File: src/rtl/pacman_pkg.sv
// Shared Pac-Man definitions: game state encoding, sprite geometry and fruit placement.
// color_mapper imports the same fruit coordinates so the rule engine and display agree.
package pacman_pkg;

  typedef enum logic [1:0] {
    PLAY,
    DYING,
    GAME_OVER
  } game_state_e;

  localparam int unsigned SPRITE_SIZE = 8;

  localparam logic [9:0] FRUIT_X0_DEF = 10'd104;
  localparam logic [9:0] FRUIT_Y0_DEF = 10'd96;
  localparam logic [9:0] FRUIT_X1_DEF = 10'd300;
  localparam logic [9:0] FRUIT_Y1_DEF = 10'd300;
  localparam logic [9:0] FRUIT_X2_DEF = 10'd400;
  localparam logic [9:0] FRUIT_Y2_DEF = 10'd50;

endpackage

File: src/rtl/sprite_overlap.sv
// Combinational overlap test between two SPRITE_SIZE x SPRITE_SIZE sprites given their
// top-left corners; hit when both axis distances are strictly inside the sprite size.
module sprite_overlap
  import pacman_pkg::*;
(
  input  logic [9:0] ax,
  input  logic [9:0] ay,
  input  logic [9:0] bx,
  input  logic [9:0] by,
  output logic       hit
);

  localparam logic signed [10:0] Lim = 11'(SPRITE_SIZE);

  logic signed [10:0] dx;
  logic signed [10:0] dy;

  assign dx  = $signed({1'b0, ax}) - $signed({1'b0, bx});
  assign dy  = $signed({1'b0, ay}) - $signed({1'b0, by});
  assign hit = (dx > -Lim) && (dx < Lim) && (dy > -Lim) && (dy < Lim);

endmodule

File: src/rtl/game_state_ctrl.sv
// Per-frame game-rule engine: collisions, lives, fruit/score bookkeeping and mouth
// animation, evaluated once per rising edge of frame_clk.
module game_state_ctrl
  import pacman_pkg::*;
#(
  parameter int unsigned LIVES        = 3,
  parameter int unsigned MOUTH_FRAMES = 8,
  parameter int unsigned DEATH_FRAMES = 60,
  parameter logic [9:0]  FRUIT_X0     = FRUIT_X0_DEF,
  parameter logic [9:0]  FRUIT_Y0     = FRUIT_Y0_DEF,
  parameter logic [9:0]  FRUIT_X1     = FRUIT_X1_DEF,
  parameter logic [9:0]  FRUIT_Y1     = FRUIT_Y1_DEF,
  parameter logic [9:0]  FRUIT_X2     = FRUIT_X2_DEF,
  parameter logic [9:0]  FRUIT_Y2     = FRUIT_Y2_DEF
) (
  input  logic            Clk,
  input  logic            Reset_n,
  input  logic            frame_clk,
  input  logic            restart,
  input  logic [9:0]      pacmanX,
  input  logic [9:0]      pacmanY,
  input  logic [9:0]      ghost_redX,
  input  logic [9:0]      ghost_redY,
  input  logic [9:0]      ghost_greenX,
  input  logic [9:0]      ghost_greenY,
  input  logic [9:0]      ghost_aquaX,
  input  logic [9:0]      ghost_aquaY,
  output logic [5:0][9:0] fruit_location,
  output logic            first_on,
  output logic            second_on,
  output logic            third_on,
  output logic            death,
  output logic            closePacman,
  output logic            pacman_respawn,
  output logic [2:0]      lives,
  output logic [7:0]      score
);

  localparam logic [2:0] LivesInit = 3'(LIVES);
  localparam logic [7:0] MouthLast = 8'(MOUTH_FRAMES - 1);
  localparam logic [7:0] DeathLast = 8'(DEATH_FRAMES - 1);

  game_state_e state_q, state_d;
  logic        frame_clk_q;
  logic [2:0]  on_q, on_d;
  logic [7:0]  score_q, score_d;
  logic [2:0]  lives_q, lives_d;
  logic [7:0]  mouth_cnt_q, mouth_cnt_d;
  logic [7:0]  death_cnt_q, death_cnt_d;
  logic        close_q, close_d;
  logic        respawn_q, respawn_d;

  logic        tick;
  logic [2:0]  ghost_hit;
  logic [2:0]  fruit_hit;
  logic [2:0]  eaten;
  logic [2:0]  on_after;
  logic [9:0]  score_sum;

  logic [2:0][9:0] gx, gy, fx, fy;

  assign gx = {ghost_aquaX, ghost_greenX, ghost_redX};
  assign gy = {ghost_aquaY, ghost_greenY, ghost_redY};
  assign fx = {FRUIT_X2, FRUIT_X1, FRUIT_X0};
  assign fy = {FRUIT_Y2, FRUIT_Y1, FRUIT_Y0};

  for (genvar i = 0; i < 3; i++) begin : g_overlap
    sprite_overlap u_ghost (
      .ax  (pacmanX),
      .ay  (pacmanY),
      .bx  (gx[i]),
      .by  (gy[i]),
      .hit (ghost_hit[i])
    );
    sprite_overlap u_fruit (
      .ax  (pacmanX),
      .ay  (pacmanY),
      .bx  (fx[i]),
      .by  (fy[i]),
      .hit (fruit_hit[i])
    );
  end

  assign tick      = frame_clk & ~frame_clk_q;
  assign eaten     = fruit_hit & on_q;
  assign on_after  = on_q & ~eaten;
  assign score_sum = 10'(score_q) + 10'(eaten[0]) + 10'(eaten[1]) + 10'(eaten[2]);

  always_comb begin
    state_d     = state_q;
    on_d        = on_q;
    score_d     = score_q;
    lives_d     = lives_q;
    mouth_cnt_d = mouth_cnt_q;
    death_cnt_d = death_cnt_q;
    close_d     = close_q;
    respawn_d   = 1'b0;

    case (state_q)
      PLAY: begin
        if (tick) begin
          if (|ghost_hit) begin
            // Collision wins: fruit and mouth are left untouched this frame.
            lives_d     = (lives_q != 3'd0) ? lives_q - 3'd1 : 3'd0;
            death_cnt_d = 8'd0;
            close_d     = 1'b0;
            state_d     = DYING;
          end else begin
            on_d    = (on_after == 3'b000) ? 3'b111 : on_after;
            score_d = (score_sum > 10'd255) ? 8'hFF : score_sum[7:0];
            if (mouth_cnt_q >= MouthLast) begin
              mouth_cnt_d = 8'd0;
              close_d     = ~close_q;
            end else begin
              mouth_cnt_d = mouth_cnt_q + 8'd1;
            end
          end
        end
      end
      DYING: begin
        close_d = 1'b0;
        if (tick) begin
          if (death_cnt_q >= DeathLast) begin
            if (lives_q == 3'd0) begin
              state_d = GAME_OVER;
            end else begin
              respawn_d = 1'b1;
              state_d   = PLAY;
            end
          end else begin
            death_cnt_d = death_cnt_q + 8'd1;
          end
        end
      end
      GAME_OVER: begin
        close_d = 1'b0;
        if (restart) begin
          lives_d     = LivesInit;
          score_d     = 8'd0;
          on_d        = 3'b111;
          mouth_cnt_d = 8'd0;
          respawn_d   = 1'b1;
          state_d     = PLAY;
        end
      end
      default: state_d = PLAY;
    endcase
  end

  always_ff @(posedge Clk or negedge Reset_n) begin
    if (!Reset_n) begin
      state_q     <= PLAY;
      frame_clk_q <= 1'b0;
      on_q        <= 3'b111;
      score_q     <= 8'd0;
      lives_q     <= LivesInit;
      mouth_cnt_q <= 8'd0;
      death_cnt_q <= 8'd0;
      close_q     <= 1'b0;
      respawn_q   <= 1'b0;
    end else begin
      state_q     <= state_d;
      frame_clk_q <= frame_clk;
      on_q        <= on_d;
      score_q     <= score_d;
      lives_q     <= lives_d;
      mouth_cnt_q <= mouth_cnt_d;
      death_cnt_q <= death_cnt_d;
      close_q     <= close_d;
      respawn_q   <= respawn_d;
    end
  end

  assign fruit_location = {FRUIT_X0, FRUIT_Y0, FRUIT_X1, FRUIT_Y1, FRUIT_X2, FRUIT_Y2};
  assign first_on       = on_q[0];
  assign second_on      = on_q[1];
  assign third_on       = on_q[2];
  assign death          = (state_q == GAME_OVER);
  assign closePacman    = close_q;
  assign pacman_respawn = respawn_q;
  assign lives          = lives_q;
  assign score          = score_q;

endmodule

File: config.mk
export PLATFORM = sky130hd
export DESIGN_NAME = game_state_ctrl
export DESIGN_NICKNAME = d
export VERILOG_FILES = /design/src/rtl/pacman_pkg.sv /design/src/rtl/sprite_overlap.sv /design/src/rtl/game_state_ctrl.sv
export SDC_FILE = /design/constraint.sdc
export NUM_CORES = 1
export LEC_CHECK = 0
export BUFFER_PORTS_ARGS = -buffer_cell sky130_fd_sc_hd__buf_4
export CORE_ASPECT_RATIO = 0.7
export CORE_MARGIN = 3
export CORE_UTILIZATION = 60
export DETAILED_ROUTE_END_ITERATION = 10
export HOLD_SLACK_MARGIN = 0.02
export PLACE_DENSITY = 0.89
export SLEW_MARGIN = 0
export SYNTH_ARGS = -nofsm -noshare
export SYNTH_HDL_FRONTEND = slang
export SYNTH_HIERARCHICAL = 1
export SYNTH_SLANG_ARGS = --single-unit
File: constraint.sdc
create_clock -name Clk -period 5.4 [get_ports Clk]
set_input_delay 0.54 -clock Clk [delete_from_list [all_inputs] [get_ports Clk]]
set_output_delay 0.54 -clock Clk [all_outputs]
set_load 0.02 [all_outputs]
==> results.py <==
metrics = {
    "outcome": {
        "outcome": "completed",
    },
    "routing": {
        "vias_per_cell": 5.69,
        "wire_per_inst_um": 14.2,
        "wl_mm": 20.6,
        "ant_nets": 0,
        "num_vias": 8253,
        "drc": 0,
        "drtPass1Iterations": 5,
        "dr.first_iter.drc_count": 494,
    },
    "worst_setup_path": {
        "crit_top_cell": "fa_1",
        "crit_slowest_cell": "fa_1",
        "cpPeakStageDelay_ps": 480,
        "cp.required_ps": 5560,
        "crit_path_cell_trace": "buf_4, fa_1, a21o_1, a221o_1, nor2_1, xor2_1, nand3_1, or4_4, a22oi_2, and2_1, fa_1, ha_1, inv_1, fa_1, and3b_1, nand3_1, o21ai_0, a22o_1",
        "worst-path-max-fanout": 12,
        "cp_num_cells": 18,
        "critPathBufInv": 2,
        "startpoint_type": "input port",
        "setup.worst_path.end_class": "register",
        "critical_path_class": "in2reg",
        "reg2regPathDepth": 6,
        "rrSetupSlack_ps": 2540,
        "path_delay_family": "simple AND/OR/NAND/NOR gates",
        "cp_data_arrival_time_ps": 4790,
    },
    "global_routing": {
        "grt_pass1_vias": 7722,
        "grt_antenna_before_repair": 0,
        "grt_pass1_wl_mm": 34.5,
        "grt_max_degree": 36,
        "globalRouteTotalUtil_pct": 25.5,
        "grt.overflow.total": 0,
    },
    "pwr": {
        "switchingPower_mw": 0.869,
        "switching_share_pct": 47.2,
        "p_total_mw": 1.84,
        "p_leak_nw": 4.75,
        "comb_power_share_pct": 65.9,
        "pwr-share-seq_pct": 19.4,
        "internal_power_mw": 0.973,
        "power.density_nw_per_um2": 192,
        "clkPwrFrac_pct": 14.7,
        "peakVddDrop_uv": 160,
    },
    "sta": {
        "fin_skew_ps": 3.05,
        "hold_viol": 0,
        "finalMaxSlewViolations": 0,
        "tightest_slew_ps": 726,
        "period_minus_slack_ps": 4620,
        "fmax_mhz": 216,
        "fin_ws_ps": 776,
        "holdWs_ps": 209,
        "maxSlewHeadroom_pct": 51.6,
        "rsz0062_at_grt": "no",
        "finalCritPeriodShare_pct": 85.6,
        "fin_setup_tns_ps": 0,
        "setup_viol": 0,
    },
    "clock_tree": {
        "cts_made_buffers": 5,
        "worstSkewPairLatency_ps": 280,
        "path_clk_slew_ps": 50,
        "cts_sinks": 35,
        "post-cts-setup-buffer-count": 0,
        "cts_root_buf": "clkbuf_16",
        "cts_resized": 0,
        "ctsHoldBuffers": 0,
        "clk_path_buf_depth": 2,
        "cts_tree": "done",
        "cts_htree_levels": 2,
    },
    "finish": {
        "multi_input_area_um2": 7030,
        "n_antenna_cell": 0,
        "filler_cell_count": 1134,
        "seq_area_um2": 882,
        "drive_gt1_share_pct": 13.2,
        "fin_nets": 1491,
        "area.growth.synth_to_final_pct": 12.5,
    },
    "placement": {
        "dp_slack_ps": 526,
        "gp_congestion": 0.930,
        "dp_hpwl_mm": 17.0,
        "io_buffers": 100,
    },
    "yosys": {
        "synth_area_um2": 8550,
        "yosysSeqAreaShare_pct": 10.3,
        "synthArstFlopShare_pct": 100,
        "postSynthCellCount": 1109,
        "ys.flop_type": "dfrtp_1",
        "ys.warnings.count": 6,
        "synth_seq_cells": 35,
        "synth_edf_count": 0,
        "avgSynthCellArea_um2": 7.71,
        "synthDistinctLibCells": 77,
    },
    "floorplan": {
        "die_h_um": 106,
        "ios": 161,
        "start_util_pct": 63.2,
        "core_area_um2": 13500,
        "rows": 35,
        "die_area_um2": 15700,
        "die_x_um": 149,
    },
    "flow_run": {
        "max-cap-violations": 0,
    },
    "worst_hold_path": {
        "hold_class": "in2async",
    },
}
## state kept, by name (all words and copies together) (netlist names)
signal,count
closePacman,1
death_cnt_q,8
frame_clk_q,1
lives,3
mouth_cnt_q,8
on_q,3
pacman_respawn,1
score,8
state_q,2
## per-layer routing
| layer | track usage (%) | vias up | part of all wire [%] |
|---|---|---|---|
| met2 | 41.8 | 327 | 45 |
| met3 | 2.11 | 38 | 7.5 |
| li1 | - | 4163 | - |
| met1 | 37.0 | 3725 | 46 |
| met4 | 4.02 | 0 | 1.1 |
| met5 | 0 | - | 0 |
## placed cells by master, fill, tap and decap left out, types with 16 or more instances in the layout
| cell | instances |
|---|---|
| a21oi_1 | 55 |
| nor2_1 | 77 |
| o21ai_0 | 33 |
| nor3_1 | 39 |
| xor2_1 | 39 |
| a21o_1 | 19 |
| xnor2_1 | 40 |
| conb_1 | 120 |
| nand3_1 | 38 |
| nor4_1 | 18 |
| and3_1 | 17 |
| nand2_1 | 33 |
| nand3b_1 | 16 |
| buf_4 | 100 |
| inv_1 | 155 |
| ha_1 | 128 |
| o21a_1 | 16 |
| dfrtp_1 | 30 |
| nand4_1 | 24 |
## through the flow
| step | cells | utilization [%] | instance area (µm²) |
|---|---|---|---|
| 3_5_place_dp | 1443 | 70.1 | 9480 |
| 6_report | 1451 | 71.1 | 9620 |
| 5_1_grt | 1451 | 71.1 | 9620 |
| 4_1_cts | 1451 | 71.1 | 9620 |
| 2_1_floorplan | 1227 | - | 8990 |
| 3_3_place_gp | 1443 | 70.1 | 9480 |
## power groups by stage
stage,Sequential [mW],Combinational [mW],Clock [mW]
final,0.357,1.21,0.271
after global routing,0.363,1.36,0.285
after CTS,0.356,1.20,0.275
after detailed placement,0.359,1.19,0
after global placement,0.357,1.15,0
after floorplan,0.365,0.940,0
## cells by family after synthesis
kind of cell,after synthesis,share of synthesized area (%)
buffers and inverters,224,12.6
xor gates and xnor gates,79,8.09
other,2,0.0878
AOI/OAI and AO/OA,262,23.0
muxes,1,0.132
adders and majority gates,142,22.0
and+or+nand+nor,364,23.7
DFF,35,10.3
## area by class of cell
type / instances / area share, %
tap: 185 / 2.41
clock buffer: 7 / 1.38
timing repair buffer: 100 / 7.81
sequential: 35 / 9.17
clock inverter: 1 / 0.0520
inverter: 155 / 6.05
multi-input combinational: 968 / 73.1
## worst paths after layout
kind,endpoint,startpoint
max,score[4],pacmanY[1]
min in group Clk,frame_clk_q,frame_clk
min,mouth_cnt_q[5],Reset_n
min reg2reg,death_cnt_q[5],death_cnt_q[5]
max in group asynchronous,on_q[1],Reset_n
max reg2reg,on_q[1],state_q[0]
## synthesized netlist by cell type, types with 8 or more instances
cell type    n  area (µm²)
a2111oi_0   10        87.6
a21o_1      19         143
a21oi_1     55         275
a21oi_2      9        78.8
a31oi_1     15        93.8
and2_1      14        87.6
and3_1      17         106
buf_4       60         450
dfrtp_1     30         751
fa_1        14         280
ha_1       128        1600
inv_1      155         582
nand2_1     33         124
nand2b_1    10        62.6
nand3_1     38         190
nand3b_1    16         120
nand4_1     24         150
nor2_1      77         289
nor2b_1     13        81.3
nor3_1      39         195
nor4_1      18         113
o2111ai_1   12         105
o211ai_1    11        82.6
o21a_1      16         120
o21ai_0     33         165
o21bai_1    10        75.1
or2_2       13        81.3
or3_1        8        50.1
or4_1       14         105
xnor2_1     40         350
xor2_1      39         342
Power figures use the tool's default switching activity.
